===== src/rtl/clk_rst_sequencer.sv =====
// Clock/reset sequencer behind a PLL: drives the PLL reset, qualifies lock,
// releases the reset domains one after another, and makes per-domain clock enables.
module clk_rst_sequencer #(
  parameter int NUM_CH             = 6,
  parameter int DIV_W              = 8,
  parameter int PLL_RST_CYCLES     = 16,
  parameter int LOCK_STABLE_CYCLES = 1024,
  parameter int LOCK_TIMEOUT       = 65536,
  parameter int STAGGER_CYCLES     = 16
) (
  input  logic                    refclk,
  input  logic                    rst_n,
  input  logic                    pll_locked,
  output logic                    pll_rst,
  input  logic                    soft_rst_req,
  input  logic [NUM_CH*DIV_W-1:0] div_val,
  output logic [NUM_CH-1:0]       ch_rst_n,
  output logic [NUM_CH-1:0]       ch_ce,
  output logic                    ready,
  output logic                    lock_lost,
  output logic [7:0]              relock_cnt
);

  function automatic int max_i(input int a, input int b);
    return (a > b) ? a : b;
  endfunction

  localparam int REL_SPAN = (NUM_CH - 1) * STAGGER_CYCLES;
  localparam int TMR_W    = max_i(max_i($clog2(PLL_RST_CYCLES + 1), $clog2(LOCK_STABLE_CYCLES + 1)),
                                  max_i($clog2(LOCK_TIMEOUT + 1), $clog2(REL_SPAN + 1)));

  localparam logic [TMR_W-1:0] PRC_LAST = TMR_W'(PLL_RST_CYCLES - 1);
  localparam logic [TMR_W-1:0] LSC_LAST = TMR_W'(LOCK_STABLE_CYCLES - 1);
  localparam logic [TMR_W-1:0] TO_LAST  = TMR_W'(LOCK_TIMEOUT - 1);
  localparam logic [TMR_W-1:0] REL_LAST = TMR_W'(REL_SPAN);

  typedef enum logic [2:0] {
    PLLRST   = 3'd0,
    WAITLOCK = 3'd1,
    STABLE   = 3'd2,
    RELEASE  = 3'd3,
    RUN      = 3'd4
  } state_t;

  state_t             state;
  logic [TMR_W-1:0]   tmr;
  logic [TMR_W-1:0]   tmr_inc;
  logic               sync_q;
  logic               locked_s;
  logic               kill_all;
  logic [DIV_W-1:0]   div_cnt [NUM_CH];

  assign tmr_inc = tmr + TMR_W'(1);

  // Every channel drops on the coming edge; soft request wins over lock loss.
  assign kill_all = (soft_rst_req && (state != PLLRST)) ||
                    (!locked_s && ((state == RELEASE) || (state == RUN)));

  // Two-flop synchroniser for the asynchronous PLL lock.
  always_ff @(posedge refclk or negedge rst_n) begin
    if (!rst_n) begin
      sync_q   <= 1'b0;
      locked_s <= 1'b0;
    end else begin
      sync_q   <= pll_locked;
      locked_s <= sync_q;
    end
  end

  // Sequencing FSM; one shared timer restarts on every state change.
  always_ff @(posedge refclk or negedge rst_n) begin
    if (!rst_n) begin
      state      <= PLLRST;
      tmr        <= '0;
      pll_rst    <= 1'b1;
      ch_rst_n   <= '0;
      ready      <= 1'b0;
      lock_lost  <= 1'b0;
      relock_cnt <= 8'd0;
    end else begin
      lock_lost <= 1'b0;
      if (soft_rst_req && (state != PLLRST)) begin
        state    <= PLLRST;
        tmr      <= '0;
        pll_rst  <= 1'b1;
        ch_rst_n <= '0;
        ready    <= 1'b0;
      end else begin
        case (state)
          PLLRST: begin
            if (tmr == PRC_LAST) begin
              state   <= WAITLOCK;
              tmr     <= '0;
              pll_rst <= 1'b0;
            end else begin
              tmr <= tmr_inc;
            end
          end
          WAITLOCK: begin
            if (locked_s) begin
              state <= STABLE;
              tmr   <= '0;
            end else if (tmr == TO_LAST) begin
              state   <= PLLRST;
              tmr     <= '0;
              pll_rst <= 1'b1;
            end else begin
              tmr <= tmr_inc;
            end
          end
          STABLE: begin
            if (!locked_s) begin
              state <= WAITLOCK;
              tmr   <= '0;
            end else if (tmr == LSC_LAST) begin
              ch_rst_n[0] <= 1'b1;
              tmr         <= '0;
              if (NUM_CH == 1) begin
                state <= RUN;
                ready <= 1'b1;
              end else begin
                state <= RELEASE;
              end
            end else begin
              tmr <= tmr_inc;
            end
          end
          RELEASE, RUN: begin
            if (!locked_s) begin
              // Lock dropped after release: back to waiting, PLL is not reset.
              state     <= WAITLOCK;
              tmr       <= '0;
              ch_rst_n  <= '0;
              ready     <= 1'b0;
              lock_lost <= 1'b1;
              if (relock_cnt != 8'hFF) begin
                relock_cnt <= relock_cnt + 8'd1;
              end
            end else if (state == RELEASE) begin
              for (int i = 1; i < NUM_CH; i++) begin
                if (TMR_W'(i * STAGGER_CYCLES) <= tmr_inc) begin
                  ch_rst_n[i] <= 1'b1;
                end
              end
              if (tmr_inc == REL_LAST) begin
                state <= RUN;
                ready <= 1'b1;
                tmr   <= '0;
              end else begin
                tmr <= tmr_inc;
              end
            end
          end
          default: begin
            state    <= PLLRST;
            tmr      <= '0;
            pll_rst  <= 1'b1;
            ch_rst_n <= '0;
            ready    <= 1'b0;
          end
        endcase
      end
    end
  end

  // Per-channel dividers; >= compare lets a lowered div_val fire at once.
  always_ff @(posedge refclk or negedge rst_n) begin
    if (!rst_n) begin
      for (int i = 0; i < NUM_CH; i++) begin
        div_cnt[i] <= '0;
      end
      ch_ce <= '0;
    end else begin
      for (int i = 0; i < NUM_CH; i++) begin
        if (!ch_rst_n[i] || kill_all) begin
          div_cnt[i] <= '0;
          ch_ce[i]   <= 1'b0;
        end else if (div_cnt[i] >= div_val[i*DIV_W +: DIV_W]) begin
          div_cnt[i] <= '0;
          ch_ce[i]   <= 1'b1;
        end else begin
          div_cnt[i] <= div_cnt[i] + DIV_W'(1);
          ch_ce[i]   <= 1'b0;
        end
      end
    end
  end

endmodule


===== config.mk =====
export PLATFORM = sky130hd
export DESIGN_NAME = clk_rst_sequencer
export DESIGN_NICKNAME = d
export VERILOG_FILES = /design/src/rtl/clk_rst_sequencer.sv
export SDC_FILE = /design/constraint.sdc
export NUM_CORES = 1
export LEC_CHECK = 0
export BUFFER_PORTS_ARGS = -buffer_cell sky130_fd_sc_hd__buf_2
export CAP_MARGIN = 0
export CELL_PAD_IN_SITES_DETAIL_PLACEMENT = 1
export CELL_PAD_IN_SITES_GLOBAL_PLACEMENT = 1
export CORE_ASPECT_RATIO = 0.6
export CORE_MARGIN = 1
export CORE_UTILIZATION = 40
export CTS_CLUSTER_DIAMETER = 200
export DETAILED_ROUTE_END_ITERATION = 7
export PLACE_DENSITY_LB_ADDON = 0.12
export SYNTH_ARGS = -nofsm -noshare
export SYNTH_HDL_FRONTEND = slang
export SYNTH_SLANG_ARGS = --single-unit

===== constraint.sdc =====
create_clock -name refclk -period 3 [get_ports refclk]
set_input_delay 0.3 -clock refclk [delete_from_list [all_inputs] [get_ports refclk]]
set_output_delay 0.3 -clock refclk [all_outputs]
set_load 0.03 [all_outputs]

==> metrics.txt, run 1 <==
DRC viols 0; CTS tree built; EDFF count, synth 0; VDD IR max 0.307 mV; Final Slew Violations 0; Reg clk slew, reported paths roughly 0.070 ns; power per standard cell area 484 nW/um2; via/cell ratio 5.63; initial antenna violation count 0; critical path class reg -> reg; final worst slack 0.166 ns; share of layout cells above drive strength 1 19.1%; Die Ht 99.8 um; Total Wirelength 18.6 mm; DRT iter0 DRCs between 300 and 400; post-synth cell types 63; Mean Syn Cell Area 9.08 um2; Ports 75; CP most frequent cell buf_4; pre-CTS setup slack -0.0545 ns; Via Count about 5700; Tcrit/Tclk final 94.5%; core area 15500 um2; CP required 3.22 ns; Skew-Pair Late Insertion Delay 0.34 ns; status finished clean; CTS Buffer Depth 2; Initial DRT Pass Iterations 4; min Tclk post-route ~2.8 ns; number of routed nets with antenna violations 0; gpl congestion 0.859; post-DR wirelength/cell 18.3 um; Critical Path Max Stage Delay 0.39 ns; gr ovfl total 0; CTS H-tree depth 3; die area ~16000 um2; largest net degree at the start of global routing just over 50; max cap viols 0; Detailed Place HPWL 14.2 mm; Hold Violations, Final 0; Syn Inst Count 702; critical-path cell list buf_4 -> buf_4 -> and4_1 -> buf_4 -> and3_1 -> or3_1 -> a32oi_4 -> buf_4 -> a31oi_1 -> o31ai_1 -> o31ai_1; Clock Skew 0.00702 ns; Seq cells post-synth 93; ys async rst share 100%; Row Count 35; fin cells 1013; GR Util All Layers 23.4%; Rel. slew slack ~28%; Synth Flop Type dfrtp_1; Clock Tree Root clkbuf_16; register area share after synthesis a little over a third; # nets final between 900 and 1000; final core occ 49.0%; Startpoint Class flop; worst hold-check path type in -> reg; initial core utilization 41.2%; die width 165 um; Synth Warn # 0; Finish-stage setup viols 0; Least-Margin Pin Slew 1.08 ns; dpl cells 992; endpoint class of the critical path flop; FMAX ~0.35 GHz; Data arrival, critical path 3.05 ns; CTS buffer count 9; slowest cell on the critical path dfrtp_1; critical path fanouts, max 10; CTS Sinks 93; first-pass GRT wire length 30.2 mm; Leak 3.81 nW; syn nets 813; Port Buf Inserts 74; ant diodes 0; post-synthesis cell area 6380 um2; area added between synthesis and finish 18.8%; vias in the first global route 5709
[registers in the layout, summed over array words and instances, names as in the netlist]
| name | flops |
|---|---|
| div_cnt | 48 |
| ready | 1 |
| state | 3 |
| ch_rst_n | 6 |
| locked_s | 1 |
| ch_ce | 6 |
| sync_q | 1 |
| relock_cnt | 8 |
| lock_lost | 1 |
| tmr | 17 |
| pll_rst | 1 |
[worst max-delay path: cells and delay by family, from the launching register on]
| kind | cells | cell delay, ns |
|---|---|---|
| buffers and inverters | 4 | 0.70 |
| AO/OA/AOI/OAI | 4 | 0.84 |
| flip-flops | 1 | 0.39 |
| AND/OR/NAND/NOR | 3 | 0.77 |
[cell families (layout without fill, tap and decap cells)]
group | Yosys count | in the layout | synth area share (%)
AOI/OAI and AO/OA | 192 | 192 | 20.7
xor gates and xnor gates | 49 | 49 | 6.73
adders and majority gates | 59 | 59 | 11.6
buffers and inverters | 97 | 205 | 6.16
DFF | 93 | 93 | 36.5
muxes | 2 | 2 | 0.334
and+or+nand+nor | 210 | 210 | 18.0
[area by class of cell]
| cell class | instances | area (um2) |
|---|---|---|
| Timing Repair Buffer | 120 | 737 |
| Multi-Input combinational cell | 512 | 3710 |
| Inverter | 69 | 259 |
| Tap cell | 203 | 254 |
| Clock inverter | 5 | 45.0 |
| Fill cell | 1856 | 7890 |
| Clock buffer | 11 | 243 |
| Sequential cell | 93 | 2330 |
[Yosys cell counts (all sizes together) (5+ instances only)]
master | n | share of area, %
a211oi | 44 | 5.2
a21o | 22 | 2.6
a21oi | 34 | 2.8
a31oi | 13 | 1.3
and3 | 25 | 2.5
and3b | 7 | 0.96
and4 | 5 | 0.69
buf | 13 | 1.2
clkbuf | 15 | 0.88
dfrtp | 92 | 36
ha | 59 | 12
inv | 69 | 4.1
nand2 | 30 | 1.8
nand2b | 9 | 0.88
nand3 | 55 | 4.6
nand4 | 9 | 0.88
nor2 | 31 | 1.9
nor3 | 19 | 1.5
o21ai | 37 | 2.9
o31ai | 15 | 1.8
xnor2 | 19 | 2.6
xor2 | 30 | 4.1
[worst paths after layout]
kind	start	endpoint	slack, ns	depth (start not counted)
max in group asynchronous	rst_n	pll_rst	1.58	3
max reg2reg	tmr[3]	tmr[5]	0.17	11
max	tmr[3]	tmr[5]	0.17	11
min in group asynchronous	rst_n	tmr[13]	0.54	2
min	pll_locked	sync_q	0.09	1
min reg2reg	sync_q	locked_s	0.38	0
[per-stage QoR]
stage               setup TNS [ns]  total power, mW  hold WS [ns]  cell area, um2
finish                           0             3.66        0.0940            7570
global route               -0.0249             3.86        0.0787            7570
CTS                              0             3.66        0.0865            7490
detailed placement          -0.270             2.53         0.350            7190
global placement                 0             2.47         0.333            7190
floorplan                        0             2.09       0.00441            6380
[metal layers]
| layer | share of wire, % | track usage [%] | wire length, um | vias to the layer above |
|---|---|---|---|---|
| li1 | - | - | - | 2771 |
| met1 | 51 | 35.1 | 9400 | 2800 |
| met2 | 44 | 36.0 | 8160 | 126 |
| met3 | 4.8 | 3.60 | 889 | 11 |
| met4 | 0.59 | 3.67 | 110 | 0 |
| met5 | 0 | 0 | 0 | - |
[power by group]
group	internal, mW	switching, mW	leakage (nW)
clock	0.597	0.532	0.138
sequential	1.31	0.0695	1.28
combinational	0.452	0.705	2.39
total	2.36	1.31	3.81
[placed cells by master, fill, tap and decap left out, drive strengths merged, types with 11 or more instances in the layout]
cell type  count
buf          119
dfrtp         92
inv           70
ha            59
nand3         55
a211oi        44
o21ai         37
a21oi         34
nor2          31
xor2          30
nand2         30
and3          25
a21o          22
nor3          19
xnor2         19
o31ai         15
a31oi         13
clkbuf        11
[what timing repair did]
item	in CTS	in global routing
pin swaps	0	5
setup buffers	0	4
resized for setup	1	10
hold buffers	1	0
endpoints found under the hold margin	2	0
setup endpoints to repair	16	18
(Power assumes the default switching activity.)
==> inputs of run 2 (changes only) <==
- CELL_PAD_IN_SITES_DETAIL_PLACEMENT: 1 -> not set
- CELL_PAD_IN_SITES_GLOBAL_PLACEMENT: 1 -> not set
- CORE_UTILIZATION: 40 -> 54
==> metrics.txt, run 2 (synthesis results as in run 1) <==
max cap viols 0 (unchanged); Initial DRT Pass Iterations 5 (+1); power per standard cell area 491 nW/um2 (+1.5%); CTS H-tree depth 3 (unchanged); number of routed nets with antenna violations 0 (unchanged); worst setup path startpoint tmr[0]; Detailed Place HPWL 11.5 mm (-19%); Critical Path Max Stage Delay 0.35 ns (-0.04 ns); Finish-stage setup viols 0 (unchanged); most common cell after layout, fill and taps aside dfrtp_1; footprint of the multi-input gates 3680 um2 (-0.71%); Total Wirelength 15.3 mm (-17%); Reg clk slew, reported paths 0.07 ns (about the same); die area 12300 um2 (-26%); RSZ-0062 raised after global routing no; placed inst area 7150 um2 (-0.50%); endpoint class of the critical path flop; CP required 3.22 ns (about the same); Startpoint Class flop; worst hold-check path type in -> async; critical path class reg -> reg; Rel. slew slack 51.8% (+24 points); final core occ 65.6% (+17 points); FMAX 0.359 GHz (+1.7%); Clock Tree Root clkbuf_16; share of layout cells above drive strength 1 18.4% (-0.73 points); CTS tree built; Least-Margin Pin Slew 0.722 ns (-0.353 ns); min Tclk post-route 2.79 ns (-0.0473 ns); status finished clean; via/cell ratio 5.88 (+4.4%); biggest regs div_cnt (48), tmr (17), relock_cnt (8); Tcrit/Tclk final 92.9% (-1.6 points); Row Count 30 (-14%); Via Count 5670 (-0.67%); Data arrival, critical path 3.01 ns (-0.04 ns); # nets final 910 (-0.66%); Die Ht 86.2 um (-14%); most frequent cells in the layout 92 x dfrtp_1, 73 x buf_2, 69 x inv_1, 59 x ha_1, 53 x nand3_1; TNS Setup 0 ns (unchanged); FILL cells 940 (-49%); worst flop-to-flop path startpoint tmr[0]; die width 142 um (-14%); Clock Skew 0.00843 ns (+0.00140 ns); Ports 75 (unchanged); CTS Buffer Depth 2 (unchanged); gr ovfl total 0 (unchanged); gpl congestion 0.925 (+7.7%); hold buffer count at CTS 0 (-1); vias in the first global route 5348 (-6.3%); GR Util All Layers 26.8% (+3.4 points); Hold Violations, Final 0 (unchanged); DRT iter0 DRCs 379 (+7.4%); core area 11400 um2 (-26%); ant diodes 0 (unchanged); Top reg by flops div_cnt; Leak 3.81 nW (-0.14%); Skew-Pair Late Insertion Delay 0.35 ns (about the same); initial core utilization 55.9% (+15 points); initial antenna violation count 0 (unchanged); area added between synthesis and finish 17.4%; Final Cell Area 7490 um2 (-1.1%); Port Buf Inserts 74 (unchanged); Final Slew Violations 0 (unchanged); DRC viols 0 (unchanged); CTS Sinks 93 (unchanged); critical path fanouts, max 10 (unchanged); largest net degree at the start of global routing 58 (+14%); Largest register FFs 48 (unchanged); critical-path cell list ha_1 -> inv_1 -> nor4_4 -> and3_1 -> nand3_1 -> inv_1 -> ha_1 -> and3b_1 -> a41o_1 -> a22oi_2 -> buf_4 -> a21oi_1 -> o31ai_1 -> o31ai_1; post-DR wirelength/cell 15.9 um (-13%); Register Area 2330 um2 (unchanged); slowest cell on the critical path dfrtp_1; Design Power 3.68 mW (+0.32%); VDD IR max 0.430 mV (+40%); first-pass GRT wire length 26.0 mm (-14%); CTS buffer count 9 (unchanged)
-- run 2: cell count changes in the layout (fill, tap and decap cells not counted), sizes merged --
cell         delta
bufinv          +1
clkinvlp        +1
buf             -5
clkbuf          -1
dlygate4sd3     -1
clkinv          -1
-- run 2: what timing repair did --
item                                    in CTS  in global routing
setup buffers                                0                  0
cloned                                       0                  0
resized for setup                            1                  3
endpoints found under the setup margin       2                 17
-- run 2: per-layer routing --
layer / GRT usage [%] / share of wire, %
met5: 0 / 0
met4: 7.43 / 1.2
met3: 5.64 / 7.3
met2: 39.9 / 42
met1: 39.4 / 50
-- run 2: worst paths after layout --
check / cells after the start / endpoint / slack (ns)
setup reg to reg: 14 / tmr[11] / 0.21
max in group asynchronous: 2 / div_cnt[45] / 2.34
hold / removal: 1 / tmr[11] / 0.01
min in group refclk: 1 / sync_q / 0.08
setup / recovery: 14 / tmr[11] / 0.21
hold reg to reg: 0 / locked_s / 0.35
-- run 2: through the flow --
step	hold WS [ns]	setup slack, ns	instances
finish	0.0135	0.213	964
global route	0.0671	0.00364	964
CTS	0.0447	0.103	964
detailed placement	0.335	-0.00391	948
global placement	0.334	0.0994	948
floorplan	0.00441	0.0608	702
-- run 2: worst max-delay path: cells and delay by family, from the launching register on --
family / cells / cell delay (ns)
AOI/OAI and AO/OA: 5 / 0.80
adders and majority gates: 2 / 0.31
buffers and inverters: 3 / 0.36
DFF: 1 / 0.35
and+or+nand+nor: 4 / 0.84
-- run 2: layout make-up --
cell class | instances | share of cell area (%)
Multi-Input combinational cell | 512 | 49.1
Inverter | 69 | 3.46
Clock buffer | 10 | 3.19
Tap cell | 160 | 2.67
Timing Repair Buffer | 114 | 9.49
Clock inverter | 6 | 0.936
Sequential cell | 93 | 31.1
-- run 2: report_power, final --
group	switching, mW	internal [mW]
sequential	0.0823	1.31
clock	0.510	0.675
combinational	0.650	0.451
total	1.24	2.43
